### src/rtl/rf_exec_pkg.sv
// -----------------------------------------------------------------------------
// rf_exec_pkg
// Shared definitions for the register-file execution controller:
//   - DW_DEF / AW_DEF : default data width and register address width
//   - OP_*            : 4-bit opcode constants
//   - state_e         : controller FSM state encoding
//   - wb_hi_addr()    : destination of the high product half (rd + 1, wraps)
// Optional feature macro: RF_EXEC_MUL_EN (enables the opcode 8 multiply).
// -----------------------------------------------------------------------------
package rf_exec_pkg;

  localparam int DW_DEF = 16;
  localparam int AW_DEF = 4;

  localparam logic [3:0] OP_ADD = 4'd0;
  localparam logic [3:0] OP_SUB = 4'd1;
  localparam logic [3:0] OP_AND = 4'd2;
  localparam logic [3:0] OP_OR  = 4'd3;
  localparam logic [3:0] OP_XOR = 4'd4;
  localparam logic [3:0] OP_SHL = 4'd5;
  localparam logic [3:0] OP_SHR = 4'd6;
  localparam logic [3:0] OP_MOV = 4'd7;
  localparam logic [3:0] OP_MUL = 4'd8;

  typedef enum logic [1:0] {
    ST_IDLE = 2'd0,
    ST_READ = 2'd1,
    ST_EXEC = 2'd2,
    ST_WB   = 2'd3
  } state_e;

  // High product half lands in the register after rd, wrapping at the top
  function automatic logic [AW_DEF-1:0] wb_hi_addr(input logic [AW_DEF-1:0] rd);
    wb_hi_addr = rd + {{(AW_DEF-1){1'b0}}, 1'b1};
  endfunction

endpackage

### src/rtl/rf_exec_if.sv
// -----------------------------------------------------------------------------
// rf_exec_if
// Instruction-issue handshake between an instruction source and the
// controller. An instruction is accepted when IN_VALID and IN_READY are both
// high at the clock edge.
//   IN_VALID  : instruction offered           (master -> slave)
//   IN_READY  : controller can accept          (slave  -> master)
//   IN_OP     : 4-bit opcode                   (master -> slave)
//   IN_RD     : destination register           (master -> slave)
//   IN_RS1    : source A register              (master -> slave)
//   IN_RS2    : source B register              (master -> slave)
// -----------------------------------------------------------------------------
interface rf_exec_if #(
  parameter int AW = rf_exec_pkg::AW_DEF
);
  logic          IN_VALID;
  logic          IN_READY;
  logic [3:0]    IN_OP;
  logic [AW-1:0] IN_RD;
  logic [AW-1:0] IN_RS1;
  logic [AW-1:0] IN_RS2;

  modport master (
    output IN_VALID, IN_OP, IN_RD, IN_RS1, IN_RS2,
    input  IN_READY
  );

  modport slave (
    input  IN_VALID, IN_OP, IN_RD, IN_RS1, IN_RS2,
    output IN_READY
  );
endinterface

### src/rtl/rf_exec_alu.sv
// -----------------------------------------------------------------------------
// rf_exec_alu
// Purely combinational arithmetic for the execution controller.
//   i_op    : opcode
//   i_a     : operand A (from rs1)
//   i_b     : operand B (from rs2); shifts use only i_b[3:0]
//   o_lo    : result (low product half for multiply)
//   o_we_a  : opcode writes the primary port
//   o_hi    : high product half          (only with RF_EXEC_MUL_EN)
//   o_we_b  : opcode writes secondary port (only with RF_EXEC_MUL_EN)
// Without RF_EXEC_MUL_EN no multiplier exists and opcode 8 is a no-op.
// -----------------------------------------------------------------------------
module rf_exec_alu
  import rf_exec_pkg::*;
#(
  parameter int DW = DW_DEF
) (
  input  logic [3:0]    i_op,
  input  logic [DW-1:0] i_a,
  input  logic [DW-1:0] i_b,
  output logic [DW-1:0] o_lo,
`ifdef RF_EXEC_MUL_EN
  output logic [DW-1:0] o_hi,
  output logic          o_we_b,
`endif
  output logic          o_we_a
);

`ifdef RF_EXEC_MUL_EN
  logic [2*DW-1:0] w_prod;

  // Zero-extended so the product is the full unsigned 2*DW-bit result
  assign w_prod = {{DW{1'b0}}, i_a} * {{DW{1'b0}}, i_b};
`endif

  // Opcode decode; ADD/SUB wrap naturally at DW bits
  always_comb begin
    o_lo   = '0;
    o_we_a = 1'b0;
`ifdef RF_EXEC_MUL_EN
    o_hi   = '0;
    o_we_b = 1'b0;
`endif
    case (i_op)
      OP_ADD: begin o_lo = i_a + i_b;        o_we_a = 1'b1; end
      OP_SUB: begin o_lo = i_a - i_b;        o_we_a = 1'b1; end
      OP_AND: begin o_lo = i_a & i_b;        o_we_a = 1'b1; end
      OP_OR:  begin o_lo = i_a | i_b;        o_we_a = 1'b1; end
      OP_XOR: begin o_lo = i_a ^ i_b;        o_we_a = 1'b1; end
      OP_SHL: begin o_lo = i_a << i_b[3:0];  o_we_a = 1'b1; end
      OP_SHR: begin o_lo = i_a >> i_b[3:0];  o_we_a = 1'b1; end
      OP_MOV: begin o_lo = i_a;              o_we_a = 1'b1; end
`ifdef RF_EXEC_MUL_EN
      OP_MUL: begin
        o_lo   = w_prod[DW-1:0];
        o_hi   = w_prod[2*DW-1:DW];
        o_we_a = 1'b1;
        o_we_b = 1'b1;
      end
`endif
      default: begin
        o_lo   = '0;
        o_we_a = 1'b0;
      end
    endcase
  end

endmodule

### src/rtl/rf_exec_ctrl.sv
// -----------------------------------------------------------------------------
// rf_exec_ctrl
// Four-state execution controller: IDLE -> READ -> EXEC -> WB -> IDLE.
// Accepts one instruction, reads two registers, computes in rf_exec_alu and
// writes the result back three cycles after accept.
//   CLK, RST            : clock, synchronous active-high reset
//   i_bus (slave)       : instruction handshake (see rf_exec_if)
//   RAA/RAB, REA/REB    : register read addresses / enables (READ only)
//   RDA/RDB             : register read data, combinational from RAA/RAB
//   WAA/WDA/WEA         : primary write port (WB only)
//   WAB/WDB/WEB         : secondary write port (multiply high half)
//   BUSY                : controller not idle
//   DONE                : one-cycle pulse in WB
// Macro RF_EXEC_MUL_EN enables opcode 8 (unsigned multiply, two writes);
// without it opcode 8 is a no-op and the secondary port is tied to 0.
// -----------------------------------------------------------------------------
module rf_exec_ctrl
  import rf_exec_pkg::*;
#(
  parameter int DW = DW_DEF,
  parameter int AW = AW_DEF
) (
  input  logic          CLK,
  input  logic          RST,
  rf_exec_if.slave      i_bus,
  output logic [AW-1:0] RAA,
  output logic [AW-1:0] RAB,
  output logic          REA,
  output logic          REB,
  input  logic [DW-1:0] RDA,
  input  logic [DW-1:0] RDB,
  output logic [AW-1:0] WAA,
  output logic [DW-1:0] WDA,
  output logic          WEA,
  output logic [AW-1:0] WAB,
  output logic [DW-1:0] WDB,
  output logic          WEB,
  output logic          BUSY,
  output logic          DONE
);

  state_e        r_state;
  logic [3:0]    r_op;
  logic [AW-1:0] r_rd;
  logic [AW-1:0] r_rs1;
  logic [AW-1:0] r_rs2;
  logic [DW-1:0] r_opa;
  logic [DW-1:0] r_opb;
  logic [DW-1:0] r_result;
  logic          r_ready;
  logic          r_rd_en;
  logic          r_wea;
  logic          r_done;
  logic          r_busy;

  logic [DW-1:0] w_lo;
  logic          w_we_a;
  logic          w_in_ready;

`ifdef RF_EXEC_MUL_EN
  logic [DW-1:0] r_result_hi;
  logic          r_web;
  logic [DW-1:0] w_hi;
  logic          w_we_b;
`endif

  rf_exec_alu #(.DW(DW)) u_alu (
    .i_op   (r_op),
    .i_a    (r_opa),
    .i_b    (r_opb),
    .o_lo   (w_lo),
`ifdef RF_EXEC_MUL_EN
    .o_hi   (w_hi),
    .o_we_b (w_we_b),
`endif
    .o_we_a (w_we_a)
  );

  // r_ready is preset during reset so READY rises on the first post-reset
  // cycle; gating with RST keeps it low while reset is held.
  assign w_in_ready     = r_ready & ~RST;
  assign i_bus.IN_READY = w_in_ready;

  assign REA  = r_rd_en;
  assign REB  = r_rd_en;
  assign RAA  = r_rd_en ? r_rs1 : '0;
  assign RAB  = r_rd_en ? r_rs2 : '0;
  assign WEA  = r_wea;
  assign WAA  = r_wea ? r_rd : '0;
  assign WDA  = r_wea ? r_result : '0;
  assign BUSY = r_busy;
  assign DONE = r_done;

`ifdef RF_EXEC_MUL_EN
  assign WEB = r_web;
  assign WAB = r_web ? wb_hi_addr(r_rd) : '0;
  assign WDB = r_web ? r_result_hi : '0;
`else
  assign WEB = 1'b0;
  assign WAB = '0;
  assign WDB = '0;
`endif

  // Controller FSM with all flags registered alongside the state
  always_ff @(posedge CLK) begin
    if (RST) begin
      r_state     <= ST_IDLE;
      r_op        <= 4'd0;
      r_rd        <= '0;
      r_rs1       <= '0;
      r_rs2       <= '0;
      r_opa       <= '0;
      r_opb       <= '0;
      r_result    <= '0;
      r_ready     <= 1'b1;
      r_rd_en     <= 1'b0;
      r_wea       <= 1'b0;
      r_done      <= 1'b0;
      r_busy      <= 1'b0;
`ifdef RF_EXEC_MUL_EN
      r_result_hi <= '0;
      r_web       <= 1'b0;
`endif
    end else begin
      case (r_state)
        ST_IDLE: begin
          if (i_bus.IN_VALID && w_in_ready) begin
            r_op    <= i_bus.IN_OP;
            r_rd    <= i_bus.IN_RD;
            r_rs1   <= i_bus.IN_RS1;
            r_rs2   <= i_bus.IN_RS2;
            r_ready <= 1'b0;
            r_rd_en <= 1'b1;
            r_busy  <= 1'b1;
            r_state <= ST_READ;
          end
        end
        ST_READ: begin
          r_opa   <= RDA;
          r_opb   <= RDB;
          r_rd_en <= 1'b0;
          r_state <= ST_EXEC;
        end
        ST_EXEC: begin
          r_result    <= w_lo;
          r_wea       <= w_we_a;
          r_done      <= 1'b1;
`ifdef RF_EXEC_MUL_EN
          r_result_hi <= w_hi;
          r_web       <= w_we_b;
`endif
          r_state     <= ST_WB;
        end
        ST_WB: begin
          r_wea   <= 1'b0;
          r_done  <= 1'b0;
          r_busy  <= 1'b0;
          r_ready <= 1'b1;
`ifdef RF_EXEC_MUL_EN
          r_web   <= 1'b0;
`endif
          r_state <= ST_IDLE;
        end
        default: begin
          r_rd_en <= 1'b0;
          r_wea   <= 1'b0;
          r_done  <= 1'b0;
          r_busy  <= 1'b0;
          r_ready <= 1'b1;
`ifdef RF_EXEC_MUL_EN
          r_web   <= 1'b0;
`endif
          r_state <= ST_IDLE;
        end
      endcase
    end
  end

endmodule
### src/flat_wrapper.sv
// flat-port wrapper written by rule: the top's interface ports become plain ports
module rf_exec_ctrl_flat import rf_exec_pkg::*;
#(
  parameter int DW = DW_DEF,
  parameter int AW = AW_DEF
)
  (CLK, RST, RAA, RAB, REA, REB, RDA, RDB, WAA, WDA, WEA, WAB, WDB, WEB, BUSY, DONE, i_bus_IN_VALID, i_bus_IN_OP, i_bus_IN_RD, i_bus_IN_RS1, i_bus_IN_RS2, i_bus_IN_READY);
  rf_exec_if #(.AW(AW)) i_bus_i ();
  input  logic CLK;
  input  logic RST;
  output logic [AW-1:0] RAA;
  output logic [AW-1:0] RAB;
  output logic REA;
  output logic REB;
  input  logic [DW-1:0] RDA;
  input  logic [DW-1:0] RDB;
  output logic [AW-1:0] WAA;
  output logic [DW-1:0] WDA;
  output logic WEA;
  output logic [AW-1:0] WAB;
  output logic [DW-1:0] WDB;
  output logic WEB;
  output logic BUSY;
  output logic DONE;
  input wire logic [$bits(i_bus_i.IN_VALID)-1:0] i_bus_IN_VALID;
  input wire logic [$bits(i_bus_i.IN_OP)-1:0] i_bus_IN_OP;
  input wire logic [$bits(i_bus_i.IN_RD)-1:0] i_bus_IN_RD;
  input wire logic [$bits(i_bus_i.IN_RS1)-1:0] i_bus_IN_RS1;
  input wire logic [$bits(i_bus_i.IN_RS2)-1:0] i_bus_IN_RS2;
  output wire logic [$bits(i_bus_i.IN_READY)-1:0] i_bus_IN_READY;
  assign i_bus_i.IN_VALID = i_bus_IN_VALID;
  assign i_bus_i.IN_OP = i_bus_IN_OP;
  assign i_bus_i.IN_RD = i_bus_IN_RD;
  assign i_bus_i.IN_RS1 = i_bus_IN_RS1;
  assign i_bus_i.IN_RS2 = i_bus_IN_RS2;
  assign i_bus_IN_READY = i_bus_i.IN_READY;
  rf_exec_ctrl #(.DW(DW), .AW(AW)) u_core (.CLK(CLK), .RST(RST), .i_bus(i_bus_i), .RAA(RAA), .RAB(RAB), .REA(REA), .REB(REB), .RDA(RDA), .RDB(RDB), .WAA(WAA), .WDA(WDA), .WEA(WEA), .WAB(WAB), .WDB(WDB), .WEB(WEB), .BUSY(BUSY), .DONE(DONE));
endmodule
### config.mk
export PLATFORM = sky130hd
export DESIGN_NAME = rf_exec_ctrl_flat
export DESIGN_NICKNAME = d
export VERILOG_FILES = /design/src/rtl/rf_exec_pkg.sv /design/src/rtl/rf_exec_if.sv /design/src/rtl/rf_exec_alu.sv /design/src/rtl/rf_exec_ctrl.sv /design/src/flat_wrapper.sv
export SDC_FILE = /design/constraint.sdc
export NUM_CORES = 1
export LEC_CHECK = 0
export BUFFER_PORTS_ARGS = -buffer_cell sky130_fd_sc_hd__buf_2
export CAP_MARGIN = 20
export CORE_MARGIN = 2
export CORE_UTILIZATION = 53
export CTS_CLUSTER_DIAMETER = 40
export DETAILED_ROUTE_END_ITERATION = 10
export HOLD_SLACK_MARGIN = 0.05
export PLACE_DENSITY = 0.78
export SLEW_MARGIN = 10
export SYNTH_ARGS = -nofsm -noshare
export SYNTH_HDL_FRONTEND = slang
export SYNTH_HIERARCHICAL = 1
export SYNTH_SLANG_ARGS = --single-unit
### constraint.sdc
create_clock -name CLK -period 3.44 [get_ports CLK]
set_input_delay 0.688 -clock CLK [delete_from_list [all_inputs] [get_ports CLK]]
set_output_delay 0.688 -clock CLK [all_outputs]
set_load 0.005 [all_outputs]
; Word-level counts from Yosys, hierarchy flattened
; Index checks and enable logic that the tools add are counted.
[word_totals]
register_bits = 71
word_cells = 58
[op_classes]
add_sub_neg = 2
n_eq_ne = 11
shifts = 2
mux = 15
bitwise = 5
n_reduce_logical = 10
[op_table]
columns = op, count
row1 = $pmux W16 S8, 1
row2 = $add A16 B16 Y16, 1
row3 = $and A16 B16 Y16, 1
row4 = $eq A4 B3 Y1 const B, 4
row5 = $mux W16, 1
row6 = $or A16 B16 Y16, 1
row7 = $shl A16 B4 Y16, 1
row8 = $shr A16 B4 Y16, 1
row9 = $sub A16 B16 Y16, 1
row10 = $xor A16 B16 Y16, 1
row11 = $mux W4, 3
row12 = $pmux W1 S2, 5
row13 = $eq A4 B2 Y1 const B, 2
row14 = $pmux W2 S4, 1
row15 = $reduce_or A8 Y1, 1
row16 = $reduce_and A2 Y1, 3
row17 = $reduce_bool A2 Y1, 3
row18 = $eq A2 B2 Y1 const B, 2
row19 = $eq A4 B1 Y1 const B, 1
row20 = $logic_not A4 Y1, 1
row21 = $mux W1, 3
row22 = $eq A2 B1 Y1 const B, 1
row23 = $logic_not A2 Y1, 1
row24 = $mux W2, 1
row25 = other kinds (4), 4

; Logic depth before layout (Yosys ltp)
[depth]
depth_word = 5
ltp_mapped = 19

; Cells and area by module
; Netlist, hierarchy kept.
[by_module_without_submodules]
columns = module, n_inst, cells_each, area_per_inst_um2, seq_area_each_um2
row1 = rf_exec_alu, 1, 509, 3459.6, 0.0
row2 = rf_exec_ctrl, 1, 316, 2947.8, 1421.4

; Worst setup path before layout
; OpenSTA, ideal clock, no wires.
[synth_timing]
path_kind = register to register
startpoint = reg u_core.r_opb[0]
endpoint = reg u_core.r_result[15]
arrival_ps = 3665
t_required_ps = 3312
setup_slack_ps = -353
stages_incl_launch_ff = 20
path_buffers = 4
period_less_slack_ps = 3793
path_cell_list = dfxtp_1 > buf_2 > inv_1 > buf_2 > buf_2 > ha_1 > nand3b_4 > or4_4 > o21ai_1 > xnor2_1 > ha_1 > buf_1 > a21oi_1 > o21bai_1 > a221o_1 > a21oi_1 > xnor2_1 > o21ai_1 > mux2i_1 > nor2_1
[synth_between]
elab_chain_len = 2
[synth_rtl]
columns = element, line
row1 = start: declaration, rf_exec_ctrl.sv:48  ; logic [DW-1:0] r_opb;
row2 = start signal: assignment, rf_exec_ctrl.sv:113  ; r_opb <= '0;
row3 = start signal: assignment, rf_exec_ctrl.sv:140  ; r_opb <= RDB;
row4 = $sub A16 B16 Y16 (tied with other cells), rf_exec_alu.sv:46  ; OP_SUB: begin o_lo = i_a - i_b; o_we_a = 1'b1; end
row5 = $pmux W16 S8 (*), rf_exec_alu.sv:44  ; case (i_op)
row6 = named net u_core.w_lo[15], rf_exec_ctrl.sv:56  ; logic [DW-1:0] w_lo;
row7 = end signal: assignment, rf_exec_ctrl.sv:145  ; r_result <= w_lo;
row8 = end: declaration, rf_exec_ctrl.sv:49  ; logic [DW-1:0] r_result;
; Mark *: on every way through the listed nets, which the timed path passes. The rest lies on a longest branch.
; A chain may end at the register's enable or synchronous reset.

; Final worst setup path
[layout_timing]
startpoint = reg u_core.r_opb[4]
endpoint = reg u_core.r_result[15]
[layout_between]
elab_chain_len = 2
[layout_rtl]
columns = element, line
row1 = $sub A16 B16 Y16 or $add A16 B16 Y16 (tied branches), "rf_exec_alu.sv:46, rf_exec_alu.sv:45"
row2 = $pmux W16 S8 (*), rf_exec_alu.sv:44
row3 = named net u_core.w_lo[15], rf_exec_ctrl.sv:56
; Marks and branches as above.

==> reports/results.ini <==
[logic_synthesis]
synth-edff-count = 0
synth-xor-area-share_pct = 3.55
synth-warning-count = 6
syn_area_um2 = 6410
ys_seq_area_share_pct = 22.2
synth_adder_area_share_pct = 10.9
synth_top_family_by_area = simple AND/OR/NAND/NOR gates
avgSynthCellArea_um2 = 7.77
synth-simple-area-share_pct = 21.3
ys_seq_elements = 71
ys_async_sr_fraction_pct = 0
ys_types = 65
synth-compound-area-share_pct = 17.7
synthFlopType = dfxtp_1
synthCells = 825
synthMuxAreaShare_pct = 15.7

[critical_path]
crit_family = simple AND/OR/NAND/NOR gates
crit_top_cell = xnor2_1
path_buf_inv = 0
worstPathRequired_ps = 3660
critPathMaxStageDelay_ps = 520
crit_path_start_kind = register
crit_slowest_cell = or4_4
cp-end-kind = register
cp_max_fo = 5
crit_type = register to register
critical_path_arrival_ps = 3490
cp_cell_sequence = or3_4 -> nand3b_4 -> or4_4 -> o41ai_4 -> xnor2_1 -> ha_1 -> and4_1 -> a221o_1 -> a21oi_2 -> xnor2_1 -> o21ai_1 -> mux2i_1 -> nor2_1

[sta]
finalCritPeriodShare_pct = 95.3
rsz0062_at_grt = no
setup_tns_ps = 0
slew_headroom_pct = 31.4
drv_slew = 0
skew_ps = 9.47
setup_viol = 0
worst_slew_pin_slew_ps = 1030
fmax_mhz = 305
finalHoldViolCount = 0
min_period_ps = 3280

[clocking]
path_clk_slew_ps = 60
cts_hold_buf = 0
clock-root-buffer = clkbuf_16
cts.sinks = 71
cts.path.max_buffers = 2
post-cts-setup-buffers = 0
cts_buffers = 9
cts_tree = yes
h-tree-depth = 3
clock_latency_ps = 340

[die]
dieArea_um2 = 13000
core_area_um2 = 11900
rows = 40
io_pins = 106
dieHeight_um = 114
die_w_um = 114
floorplan.initialDensity_pct = 53.8

[place]
place.gp.congestion = 0.997
port_buffers = 84
place_inst = 1041
dp_hpwl_mm = 14.9

[detailed_routing]
wl_mm = 20.0
wl_per_cell_um = 18.9
num_vias = 6412
drt-pass1-iter-count = 6
drc = 0
drt_iter0_markers = 602
avgViaCountPerCell = 6.07
detail-route-antenna-nets = 0

[global_routing]
grt_antenna_before_repair = 0
grt_pass1_wl_mm = 31.5
grt_max_degree = 48
first_global_vias = 5972
overflow = 0
grt_usage_pct = 31.2

[finish]
regArea_um2 = 1420
nFillCells = 1075
antenna_cells = 0
final_common_cell = nor2_1
final_cell_mix = nor2_1 (119), buf_2 (84), mux2i_1 (80), dfxtp_1 (70), nand2_1 (61)
final_cells = 1056
final_util_pct = 61.7
drive_gt1_share_pct = 18.5
syn_to_final_growth_pct = 14.7
nNetsFinal = 1012
multi_input_area_um2 = 4560

[min_path]
hp-class = register to register

[job]
drv_cap = 0

[outcome]
status = finished clean

[power]
power.leakage_nw = 3.08
p_per_area_nw_per_um2 = 851
ir_drop_v = 0.000425

-- report_power, final --
part	internal, mW	switching, mW	leakage, nW
Combinational	1.77	2.30	2.36
Clock	0.570	0.355	0.140
Sequential	1.01	0.245	0.580
-- registers in the layout, summed over array words and instances (netlist names), 2 cells and up --
signal and count:
u_core/r_result 16, u_core/r_op 4, u_core/r_rs1 4, u_core/r_state 2
u_core/r_opa 16, u_core/r_rs2 4, u_core/r_opb 16, u_core/r_rd 4
-- path summary, 6_finish.rpt --
kind | to | depth (start not counted) | slack, ps | startpoint
hold / removal | u_core/r_rs2[0] | 2 | 450 | u_core/r_rs2[0]
hold reg to reg | u_core/r_rs2[0] | 2 | 450 | u_core/r_rs2[0]
setup / recovery | u_core/r_result[15] | 13 | 160 | u_core/r_opb[4]
setup reg to reg | u_core/r_result[15] | 13 | 160 | u_core/r_opb[4]
-- layer usage --
metal | wire (µm) | global-route usage (%) | vias to the layer above | share of wire (%)
met4 | 807 | 14.8 | 0 | 4.0
met2 | 9020 | 48.8 | 350 | 45
met3 | 1890 | 5.79 | 59 | 9.4
met1 | 8270 | 41.4 | 2985 | 41
li1 | - | - | 3018 | -
met5 | 0 | 0 | - | 0
-- through the flow --
step	area [µm²]	hold WS, ps	total power [mW]	setup slack [ps]
floorplan	6520	432	4.05	10.0
global placement	7020	438	5.09	163
detailed placement	7020	443	5.15	104
CTS	7310	451	6.11	113
global route	7350	472	6.67	11.2
finish	7350	447	6.25	163
-- cells by family after synthesis --
group / Yosys count
and+or+nand+nor: 288
AOI/OAI and AO/OA: 176
buffers and inverters: 117
muxes: 91
DFF: 71
adders and majority gates: 55
xor gates and xnor gates: 26
other: 1
-- worst reg2reg max path: stages (launching register included) --
cell      delay, ps
dfxtp_1         310
or3_4           400
nand3b_4        190
or4_4           520
o41ai_4         230
xnor2_1         150
ha_1            290
and4_1          220
a221o_1         310
a21oi_2         140
xnor2_1         130
o21ai_1          70
mux2i_1         150
nor2_1           50
-- Yosys cell counts (all sizes together) (3+ instances only) --
master	n	area [µm²]
o31ai	5	37.5
a22oi	9	67.6
nand2	61	229
o221ai	3	26.3
nand2b	9	56.3
a31oi	8	50.1
mux2	4	45.0
mux4	7	158
or4	3	26.3
mux2i	80	801
clkbuf	31	116
a211o	6	52.6
o21ai	33	165
a21oi	54	270
nand4	3	18.8
nor3	28	140
ha	54	676
a221oi	5	43.8
xnor2	22	193
o22ai	7	43.8
nor2	119	447
buf	45	287
dfxtp	71	1420
inv	41	154
nor2b	6	37.5
a211oi	12	90.1
and2	31	194
or3	12	80.1
o211ai	12	90.1
xor2	4	35.0
nand3	7	35.0
-- layout make-up --
class,instances,share of cell area [%]
tap,147,2.50
multi-input combinational,657,62.0
clock inverter,4,0.647
sequential,71,19.4
inverter,41,2.16
timing repair buffer,126,10.1
clock buffer,10,3.25
-- repair_timing --
action	in CTS	in global routing
setup endpoints to repair	0	3
hold endpoints to repair	0	0
gates resized for setup	0	6
Note: power is estimated with default switching activity, not from simulation.
